--- config.mk ---
export PLATFORM = sky130hd
export DESIGN_NAME = fbcpu_mem_loader_flat
export DESIGN_NICKNAME = d
export VERILOG_FILES = /design/src/rtl/fbcpu_pkg.sv /design/src/rtl/fbcpu_mem_loader_if.sv /design/src/rtl/fbcpu_ram.sv /design/src/rtl/fbcpu_mem_loader.sv /design/src/flat_wrapper.sv
export SDC_FILE = /design/constraint.sdc
export NUM_CORES = 1
export LEC_CHECK = 0
export CORE_UTILIZATION = 45
export DETAILED_ROUTE_END_ITERATION = 10
export MAX_ROUTING_LAYER = met4
export SLEW_MARGIN = 0
export SYNTH_ARGS = -nofsm -noshare
export SYNTH_HDL_FRONTEND = slang
export SYNTH_HIERARCHICAL = 1
export SYNTH_SLANG_ARGS = --single-unit
--- constraint.sdc ---
create_clock -name clk -period 5.4 [get_ports clk]
set_input_delay 1.08 -clock clk [delete_from_list [all_inputs] [get_ports clk]]
set_output_delay 1.08 -clock clk [all_outputs]
set_load 0.02 [all_outputs]
--- src/rtl/fbcpu_pkg.sv ---
// fbcpu_pkg: shared widths, opcodes and boot-loader state encoding for the FBCPU.
package fbcpu_pkg;
  localparam int ADDRESS_WIDTH = 6;
  localparam int DATA_WIDTH = 10;
  localparam logic [3:0] OP_LOAD = 4'd0, OP_STORE = 4'd1, OP_ADD = 4'd2, OP_SUB = 4'd3, OP_MUL = 4'd4;
  localparam logic [3:0] OP_JMP = 4'd6, OP_JZ = 4'd7, OP_NOP = 4'd8, OP_HALT = 4'd9;
  typedef enum logic [2:0] {IDLE, RECV_CNT, RECV_HI, RECV_LO, RUN, ERROR} ld_state_e;
endpackage

--- src/rtl/fbcpu_mem_loader_if.sv ---
// fbcpu_mem_loader_if: host byte stream plus the core's memory port.
interface fbcpu_mem_loader_if #(
  parameter int AW = fbcpu_pkg::ADDRESS_WIDTH,
  parameter int DW = fbcpu_pkg::DATA_WIDTH
);
  logic [7:0] rx_data;
  logic rx_valid;
  logic rx_ready;
  logic [AW-1:0] MAR;
  logic RAMWr;
  logic [DW-1:0] MDRIn;
  logic [DW-1:0] MDROut;
  modport master (output rx_data, rx_valid, MAR, RAMWr, MDRIn, input rx_ready, MDROut);
  modport slave (input rx_data, rx_valid, MAR, RAMWr, MDRIn, output rx_ready, MDROut);
endinterface

--- src/rtl/fbcpu_ram.sv ---
// fbcpu_ram: sync-write, read-first sync-read RAM; read data clears on reset.
module fbcpu_ram #(
  parameter int AW = 6,
  parameter int DW = 10
) (
  input  logic clk,
  input  logic rst,
  input  logic we_i,
  input  logic [AW-1:0] waddr_i,
  input  logic [DW-1:0] wdata_i,
  input  logic [AW-1:0] raddr_i,
  output logic [DW-1:0] rdata_o
);
  logic [DW-1:0] mem_q [1 << AW];
  always_ff @(posedge clk) begin
    if (we_i) mem_q[waddr_i] <= wdata_i;
  end
  always_ff @(posedge clk) begin
    rdata_o <= rst ? '0 : mem_q[raddr_i];
  end
endmodule

--- src/rtl/fbcpu_mem_loader.sv ---
// fbcpu_mem_loader: program RAM with a byte-stream boot loader that holds the core in reset until a load completes.
module fbcpu_mem_loader #(
  parameter int ADDRESS_WIDTH = fbcpu_pkg::ADDRESS_WIDTH,
  parameter int DATA_WIDTH = fbcpu_pkg::DATA_WIDTH
) (
  input  logic clk,
  input  logic rst,
  input  logic load_start,
  output logic cpu_rst,
  output logic load_done,
  output logic load_err,
  fbcpu_mem_loader_if.slave bus
);
  import fbcpu_pkg::*;
  localparam int HW = DATA_WIDTH - 8;
  localparam int DEPTH = 1 << ADDRESS_WIDTH;
  ld_state_e state_q, state_d;
  logic [ADDRESS_WIDTH-1:0] waddr_q, last_q, ram_waddr;
  logic [HW-1:0] hi_q;
  logic [DATA_WIDTH-1:0] ram_wdata;
  logic [6:0] n;
  logic cpu_rst_q, load_done_q, load_err_q, acc, cnt_ok, hi_ok, ram_we;
  assign n = bus.rx_data[6:0];
  assign bus.rx_ready = state_q inside {RECV_CNT, RECV_HI, RECV_LO};
  assign acc = bus.rx_valid && bus.rx_ready;
  assign cnt_ok = !bus.rx_data[7] && n != 7'd0 && int'(n) <= DEPTH;
  assign hi_ok = (bus.rx_data >> HW) == 8'd0;
  always_comb begin
    state_d = state_q;
    case (state_q)
      IDLE, RUN, ERROR: state_d = load_start ? RECV_CNT : state_q;
      RECV_CNT: state_d = acc ? (cnt_ok ? RECV_HI : ERROR) : state_q;
      RECV_HI: state_d = acc ? (hi_ok ? RECV_LO : ERROR) : state_q;
      RECV_LO: state_d = acc ? (waddr_q == last_q ? RUN : RECV_HI) : state_q;
      default: state_d = IDLE;
    endcase
  end
  always_ff @(posedge clk) begin
    if (rst) begin
      state_q <= IDLE;
      waddr_q <= '0;
      last_q <= '0;
      hi_q <= '0;
      cpu_rst_q <= 1'b1;
      load_done_q <= 1'b0;
      load_err_q <= 1'b0;
    end else begin
      state_q <= state_d;
      cpu_rst_q <= state_d != RUN;
      load_done_q <= state_d == RUN;
      load_err_q <= state_d == ERROR;
      if (acc && state_q == RECV_CNT) begin
        last_q <= ADDRESS_WIDTH'(n - 7'd1);
        waddr_q <= '0;
      end
      if (acc && state_q == RECV_HI) hi_q <= bus.rx_data[HW-1:0];
      if (acc && state_q == RECV_LO && waddr_q != last_q) waddr_q <= waddr_q + ADDRESS_WIDTH'(1);
    end
  end
  // The core owns the write port only while it runs; otherwise the loader does.
  assign ram_we = !rst && (state_q == RUN ? bus.RAMWr : (state_q == RECV_LO && acc));
  assign ram_waddr = state_q == RUN ? bus.MAR : waddr_q;
  assign ram_wdata = state_q == RUN ? bus.MDRIn : {hi_q, bus.rx_data};
  fbcpu_ram #(.AW(ADDRESS_WIDTH), .DW(DATA_WIDTH)) u_ram (
    .clk(clk),
    .rst(rst),
    .we_i(ram_we),
    .waddr_i(ram_waddr),
    .wdata_i(ram_wdata),
    .raddr_i(bus.MAR),
    .rdata_o(bus.MDROut)
  );
  assign cpu_rst = cpu_rst_q;
  assign load_done = load_done_q;
  assign load_err = load_err_q;
endmodule

--- src/flat_wrapper.sv ---
// flat-port wrapper written by rule: the top's interface ports become plain ports
module fbcpu_mem_loader_flat import fbcpu_pkg::*;
#(
  parameter int ADDRESS_WIDTH = fbcpu_pkg::ADDRESS_WIDTH,
  parameter int DATA_WIDTH = fbcpu_pkg::DATA_WIDTH
)
  (clk, rst, load_start, cpu_rst, load_done, load_err, bus_rx_data, bus_rx_valid, bus_MAR, bus_RAMWr, bus_MDRIn, bus_rx_ready, bus_MDROut);
  fbcpu_mem_loader_if #(.AW((6)), .DW((10))) bus_i ();
  input  logic clk;
  input  logic rst;
  input  logic load_start;
  output logic cpu_rst;
  output logic load_done;
  output logic load_err;
  input wire logic [$bits(bus_i.rx_data)-1:0] bus_rx_data;
  input wire logic [$bits(bus_i.rx_valid)-1:0] bus_rx_valid;
  input wire logic [$bits(bus_i.MAR)-1:0] bus_MAR;
  input wire logic [$bits(bus_i.RAMWr)-1:0] bus_RAMWr;
  input wire logic [$bits(bus_i.MDRIn)-1:0] bus_MDRIn;
  output wire logic [$bits(bus_i.rx_ready)-1:0] bus_rx_ready;
  output wire logic [$bits(bus_i.MDROut)-1:0] bus_MDROut;
  assign bus_i.rx_data = bus_rx_data;
  assign bus_i.rx_valid = bus_rx_valid;
  assign bus_i.MAR = bus_MAR;
  assign bus_i.RAMWr = bus_RAMWr;
  assign bus_i.MDRIn = bus_MDRIn;
  assign bus_rx_ready = bus_i.rx_ready;
  assign bus_MDROut = bus_i.MDROut;
  fbcpu_mem_loader #(.ADDRESS_WIDTH(ADDRESS_WIDTH), .DATA_WIDTH(DATA_WIDTH)) u_core (.clk(clk), .rst(rst), .load_start(load_start), .cpu_rst(cpu_rst), .load_done(load_done), .load_err(load_err), .bus(bus_i));
endmodule
Yosys cells after proc, flatten, opt, wreduce, memory -nomap -nowiden --
Memories as Yosys holds them, arrays and structs flattened. A register that Yosys moved wholly into a read port is not among the register bits. Cells that the tools add are included.
Storage, ports and cells: bits in registers 20, memory bits (writable) 640, output and inout bits 14, memories kept 1, bits in read-only memories 0, latch bits 0, logic and storage cells 52, bits of input ports 29
Cells by class: order comparisons 1, multiplexer cells 15, div/mod/pow operators 0, shift-type cells 0, reduce and logical (&&, ||, !) cells 16, bitwise logic cells 0, eq/ne operators 10, $add $sub $neg 2, multiply operators 0
Memories:
- u_core.u_ram.mem_q | depth 64, width 10, rd ports 1, clocked after Yosys merged registers in 1, write ports 1, line fbcpu_ram.sv:14 | logic [DW-1:0] mem_q [1 << AW];
Operators with widths (count):
- $mux W3 | 7
- $mux W6 | 3
- $eq A3 B3 Y1 const B | 4
- $pmux W3 S4 | 1
- $mux W10 | 1
- $logic_and A1 B1 Y1 | 8
- $logic_not A8 Y1 | 1
- $le A7 B7 Y1 const B | 1
- $reduce_bool A7 Y1 | 1
- $add A6 B1 Y6 const B | 1
- $eq A3 B2 Y1 const B | 2
- $eq A6 B6 Y1 | 1
- $ne A6 B6 Y1 | 1
- $sub A6 B1 Y6 const B | 1
- $eq A3 B1 Y1 const B | 1
- $logic_not A3 Y1 | 1
- $mux W1 | 3
- $ne A3 B3 Y1 const B | 1
- $reduce_bool A3 Y1 | 1
- $reduce_or A3 Y1 | 1
- $logic_not A1 Y1 | 2
- $reduce_bool A2 Y1 | 1

Logic depth before layout (Yosys ltp) --
Gate-level depths: netlist of the first run.
depth after elaboration 8, gate-level depth with buffers 9, depth with buffers taken out 7

Hierarchy --
The synthesis of the first run kept the hierarchy.
By module, submodules not included:
- fbcpu_ram | sequential area each 19418.6 um2, times used 1, cells an instance 1172, area each 25150.4 um2
- fbcpu_mem_loader | sequential area each 400.4 um2, times used 1, cells an instance 165, area each 1322.5 um2

Least setup slack after synthesis of the first run --
Ideal clock, no wire load.
kind input to register, start point input bus_rx_data[0], end point memory u_core.u_ram.mem_q[0][0] (data pin), data required time 4.698 ns, library setup time 0.702 ns, buffers on the path 0, stages on the path 2, setup slack 1.027 ns, arrival time 3.671 ns, path through inv_1 -> o21ai_0
On the way: word-level cells in the longest chain between the ends 1
Ends and longest elaborated chain:
- start: declaration | line flat_wrapper.sv:15 | input wire logic [$bits(bus_i.rx_data)-1:0] bus_rx_data;
- $mux W10 | line fbcpu_mem_loader.sv:63 | assign ram_wdata = state_q == RUN ? bus.MDRIn : {hi_q, bus.rx_data};
- named net u_core.ram_wdata[0] | line fbcpu_mem_loader.sv:20 | logic [DATA_WIDTH-1:0] ram_wdata;
- end: declaration | line fbcpu_ram.sv:14
The timed path passes the listed nets, and every way through them passes these cells.

Worst setup path after layout of the first run --
start point input bus_rx_valid, end point memory u_core.u_ram.mem_q[20][6], enable pin
On the way: word-level cells in the longest chain between the ends 6
Ends and longest elaborated chain:
- start: declaration | line flat_wrapper.sv:16 | input wire logic [$bits(bus_i.rx_valid)-1:0] bus_rx_valid;
- $logic_and A1 B1 Y1 | line fbcpu_mem_loader.sv:25 | assign acc = bus.rx_valid && bus.rx_ready;
- $logic_and A1 B1 Y1 | line fbcpu_mem_loader.sv:61 | assign ram_we = !rst && (state_q == RUN ? bus.RAMWr : (state_q == RECV_LO && acc));
- $mux W1 | line fbcpu_mem_loader.sv:61
- $logic_and A1 B1 Y1 | line fbcpu_mem_loader.sv:61
- named net u_core.ram_we | line fbcpu_mem_loader.sv:22 | logic cpu_rst_q, load_done_q, load_err_q, acc, cnt_ok, hi_ok, ram_we;
- $mux W1 | line fbcpu_ram.sv:16 | if (we_i) mem_q[waddr_i] <= wdata_i;
- $mux W1 (not written as such) | line fbcpu_ram.sv:16
The timed path passes the listed nets, and every way through them passes these cells.

==> results.toml, run 1 <==
[status]
outcome = "completed"

[clocking]
worstSkewPairLatency_ns = 0.59
postCtsSetupRepairBufs = 0
clockBufferDepth = 3
cts_hold_buffers = 0
clkTransAtPathRegs_ns = 0.05
htree_levels = 3
clock_sink_count = 670
root_buffer = "clkbuf_16"
cts_made_buffers = 72
cts_tree = "done"
ctsResizeCount = 0

[sta]
timing.final.hold_violations = 0
tns_ns = 0
slew_headroom_pct = 17.8
period_minus_slack_ns = 3.94
maxSlewViolCount = 0
fin_crit_sh_pct = 73.0
timing.fmax_ghz = 0.254
rsz0062_at_grt = "false"
worstMarginPinSlew_ns = 1.23
finalSetupViolations = 0
finClkSkew_ns = 0.0185

[setup_path]
required_ns = 5.60
r2r-end = "u_core/u_ram/mem_q[20][6]"
ff2ff_setup_slack_ns = 1.72
critPathTopFamily = "simple AND/OR/NAND/NOR gates"
critPathKind = "in2reg"
crit_slowest_cell = "nor2_1"
end_kind = "flop"
critPathLaunch = "bus_rx_valid"
reg2regPathDepth = 7
cp_max_fo = 10
worstSetupStartpointType = "primary input"
reg2reg_from = "u_core/state_q[2]"
cp.arrival_ns = 4.15
path_cells = "clkdlybuf4s50_1 > nand3_1 > a21oi_1 > nor2b_1 > nand2_1 > nor2_1"
path_buf_inv = 1
slowest_delay_ns = 0.77

[power_and_ir_drop]
pwr-share-comb_pct = 5.1
vdd_drop_max_uv = 280
p_int_w = 0.00872
total_power_w = 0.0110
p_leak_nw = 9.92
seq_power_share_pct = 52.2
swShare_pct = 20.5
switchingPower_w = 0.00225
pwr_density_cell_mw_per_mm2 = 362
pwr-share-clk_pct = 42.6

[synth]
avgSynthCellArea_um2 = 19.8
synth-edff-count = 640
synth_area_leaders = "edfxtp_1 (73%), mux4_2 (13%), dfxtp_1 (2.3%)"
syn-num-nets = 1369
synthCells = 1337
synthFlopType = "edfxtp_1"
synth_top_cell_area_share_pct = 72.6
yosysWarningCount = 6
yosys.area.top_type = "edfxtp_1"
ys_seq_area_share_pct = 74.9
synth_cell_type_count = 54
syn_area_mm2 = 0.0265
async_reset_ff_share_pct = 0
synth-seq-cells = 670

[drt]
viasPerCell = 5.83
drc = 0
ant_nets = 0
drtIter0Drc = 1340
routed_wl_um = 61200
first_pass_iters = 5
wl_per_cell_um = 27.0
vias = 13200

[grt]
antenna_found_initial = 5
grt_pass1_wl_um = 91200
grt_pass1_vias = 13600
grt_max_degree = 65
track_usage_pct = 21.8
overflow = 0

[die]
start_util_pct = 45.7
core_area_mm2 = 0.0579
die_w_um = 245
io_pins = 43
die_h_um = 245
rows = 88
die_area_mm2 = 0.0598

[cells_and_area]
final_util_pct = 52.3
final_common_cell = "edfxtp_1"
most-common-layout-cells = "edfxtp_1 (640), mux4_2 (150), nor2_1 (90)"
fin_nets = 1491
syn2layout_area_growth_pct = 14.5
design_area_mm2 = 0.0303
drive_gt1_share_pct = 23.8

[place]
place_area_mm2 = 0.0281
place_congestion = 0.857
post-dp-hpwl_um = 38200
port_buffers = 42

[worst_hold_path]
min_from = "u_core/hi_q[1]"
holdPathEnd = "u_core/hi_q[1]"
whs_path_depth = 2
hold_path_class = "reg2reg"

[flow_run]
maxCapViolations = 0
## final cells by class
class / count / area [um^2]
fill: 4619 / 27600
timing repair buffer: 121 / 1090
multi-input combinational: 589 / 6220
sequential: 670 / 19800
tap: 765 / 957
antenna: 3 / 7.51
clock buffer: 93 / 1930
clock inverter: 26 / 275
inverter: 5 / 18.8
## per-layer routing
metal  track usage (%)  up-vias  part of all wire [%]
li1                  -     5739                     -
met1              28.8     6953                    42
met2              34.3      461                    49
met3              5.13       95                   7.2
met4              5.24        0                   2.1
met5                 -        -                     0
## cells by family (layout without fill, tap and decap cells)
kind of cell	after synthesis	after routing	synth area share [%]
AOI/OAI and AO/OA	119	119	3.07
xor gates and xnor gates	11	11	0.364
adders and majority gates	3	3	0.142
buffers and inverters	78	245	1.74
DFF	670	670	74.9
muxes	224	224	15.7
other	0	3	0
and+or+nand+nor	232	232	4.15
## cells in the mapped netlist (all sizes together), types with 2 or more instances
library cell  count
a22oi            21
or3b              2
a211oi           10
mux2             23
and2              5
or3               4
nand3b           12
dfxtp            30
buf              45
ha                3
and3              3
nor2             91
nor2b            15
a21oi            25
nand2            46
mux4            150
nand4             6
o21ai            23
a211o             3
nor4              3
nor3              8
mux2i            51
a221oi           11
nand3            23
a31oi             4
inv               5
o2111ai           2
nand2b           11
clkbuf           28
a32o              2
o221ai            5
xnor2             3
edfxtp          640
xor2              8
o22ai             4
## state kept, by name, indices dropped and copies added (netlist names)
register              cells
u_core/cpu_rst            1
u_core/hi_q               2
u_core/last_q             6
u_core/load_done          1
u_core/load_err           1
u_core/state_q            3
u_core/u_ram/mem_q      640
u_core/u_ram/rdata_o     10
u_core/waddr_q            6
## power by group through the flow
stage               registers [W]  logic [W]  clock network [W]
floorplan                 0.00585   0.000343                  0
global placement          0.00584   0.000567                  0
detailed placement        0.00584   0.000572                  0
CTS                       0.00573   0.000573            0.00477
global route              0.00573   0.000606            0.00496
finish                    0.00573   0.000564            0.00468
## worst max path at each step
stage	endpoint	slack [ns]	cells after the start
floorplan	u_core/u_ram/mem_q[0][0]	1.03	2
global placement	u_core/u_ram/mem_q[18][5]	1.11	6
detailed placement	u_core/u_ram/mem_q[20][3]	0.99	6
CTS	u_core/u_ram/mem_q[20][6]	1.61	6
global route	u_core/u_ram/mem_q[20][0]	1.35	6
finish	u_core/u_ram/mem_q[20][6]	1.46	6
## tightest hold or removal path, stage by stage, from the launching register on
cell and delay, ns:
dfxtp_1 0.31, o21ai_0 0.06, a21oi_1 0.07
## metrics by stage
stage                     hold slack, ns  setup WS (ns)  cells
after floorplan                    0.451           1.03   1337
after global placement             0.467           1.11   2150
after detailed placement           0.480          0.994   2150
after CTS                          0.491           1.61   2269
after global routing               0.520           1.35   2272
final                              0.493           1.46   2272
(Power assumes the default switching activity.)
==> run 2: changes to the inputs <==
- clock period: 5.4 -> 3.45 ns (I/O delays scaled with it)
==> results.toml, run 2 (synthesis gave the netlist of run 1 again) <==
[sta]
timing.final.hold_violations = 0
finClkSkew_ns = 0.0216
period_minus_slack_ns = 3.22
maxSlewViolCount = 0
worstMarginPinSlew_ns = 0.933
tns_ns = 0
finalSetupViolations = 0
fin_crit_sh_pct = 93.4
hold_slack_ns = 0.486
slew_headroom_pct = 37.8
rsz0062_at_grt = "false"
timing.fmax_ghz = 0.310

[power_and_ir_drop]
p_leak_nw = 10.2
swShare_pct = 20.7
pwr-share-clk_pct = 42.5
p_int_w = 0.0137
seq_power_share_pct = 52.1
switchingPower_w = 0.00357
vdd_drop_max_uv = 395
total_power_w = 0.0172
pwr-share-comb_pct = 5.4
pwr_density_cell_mw_per_mm2 = 561

[clocking]
root_buffer = "clkbuf_16"
worstSkewPairLatency_ns = 0.60
postCtsSetupRepairBufs = 0
cts_made_buffers = 70
cts_tree = "done"
clock_sink_count = 670
htree_levels = 3
clkTransAtPathRegs_ns = 0.06
clockBufferDepth = 3
cts_hold_buffers = 0
ctsResizeCount = 0

[cells_and_area]
largest_registers = "u_core/u_ram/mem_q x640, u_core/u_ram/rdata_o x10"
fin_nets = 1538
syn2layout_area_growth_pct = 16.2
regMostFlops = "u_core/u_ram/mem_q"
largest_reg_flops = 640
final_common_cell = "edfxtp_1"
drive_gt1_share_pct = 25.8
design_area_mm2 = 0.0308
fin_cells = 2323
most-common-layout-cells = "edfxtp_1 (640), mux4_2 (150), buf_4 (117)"
antenna_cells = 0

[grt]
grt_pass1_wl_um = 93000
antenna_found_initial = 0
grt_pass1_vias = 13600
overflow = 0
grt_max_degree = 65
track_usage_pct = 22.5

[setup_path]
crit_slowest_cell = "dfxtp_1"
cp_max_fo = 13
required_ns = 3.74
cp.arrival_ns = 3.51
slowest_delay_ns = 0.48
end_kind = "flop"
worstSetupStartpointType = "flop"
critPathKind = "reg2reg"
path_cells = "nand2b_1 > nor2_2 > buf_4 > nand2_1 > a21oi_1 > nor2b_1 > nand2_1 > nor2_1 > buf_4"

[worst_hold_path]
hold_path_class = "reg2reg"

[drt]
drtIter0Drc = 1495
viasPerCell = 5.82
drc = 0
routed_wl_um = 63200
wl_per_cell_um = 27.2
ant_nets = 0
vias = 13500
first_pass_iters = 5

[place]
place_area_mm2 = 0.0285
place_congestion = 0.921
placedCellCount = 2199
post-dp-hpwl_um = 39900
port_buffers = 42

[die]
die_w_um = 245
die_area_mm2 = 0.0598
start_util_pct = 45.7
io_pins = 43
die_h_um = 245
core_area_mm2 = 0.0579
rows = 88

[flow_run]
maxCapViolations = 0

[status]
outcome = "completed"
## run 2: through the flow
| stage | utilization, % | worst slack (ns) |
|---|---|---|
| final | 53.1 | 0.228 |
| after global routing | 53.1 | 0.0234 |
| after CTS | 53.1 | 0.245 |
| after detailed placement | 49.3 | 0.117 |
| after global placement | 49.3 | 0.195 |
| after floorplan | - | -0.714 |
## run 2: worst paths after layout
path | from | to | slack (ns) | cells past startpoint
min | u_core/hi_q[1] | u_core/hi_q[1] | 0.49 | 2
max | u_core/state_q[2] | u_core/u_ram/mem_q[8][8] | 0.23 | 9
min reg2reg | u_core/hi_q[1] | u_core/hi_q[1] | 0.49 | 2
max reg2reg | u_core/state_q[2] | u_core/u_ram/mem_q[8][8] | 0.23 | 9
## run 2: final cells by class
type	count	area, um^2
flip-flops and latches	670	19800
fillers	4579	27200
repair buffers	170	1530
inverters	5	18.8
clock buffers	97	1940
multi-input cells	589	6220
well taps	765	957
clock inverters	27	272
## run 2: per-layer routing
layer / wire length, um / share of wire [%] / track usage (%)
met1: 27100 / 43 / 31.4
met2: 30300 / 48 / 34.1
met3: 4570 / 7.2 / 3.75
met4: 1320 / 2.1 / 6.62
met5: 0 / 0 / -
## run 2: power groups by stage
stage | registers, W | logic [W] | clock network (W)
6_report | 0.00897 | 0.000935 | 0.00733
5_1_grt | 0.00897 | 0.000995 | 0.00775
4_1_cts | 0.00897 | 0.000949 | 0.00747
3_5_place_dp | 0.00915 | 0.000948 | 0
3_3_place_gp | 0.00915 | 0.000936 | 0
2_1_floorplan | 0.00915 | 0.000537 | 0
## run 2: worst max-delay path, delay by kind of cell, from the launching register on
kind                   cells  cell delay, ns
flip-flops                 1            0.48
buffers and inverters      2            0.53
AND/OR/NAND/NOR            6            1.58
AO/OA/AOI/OAI              1            0.30
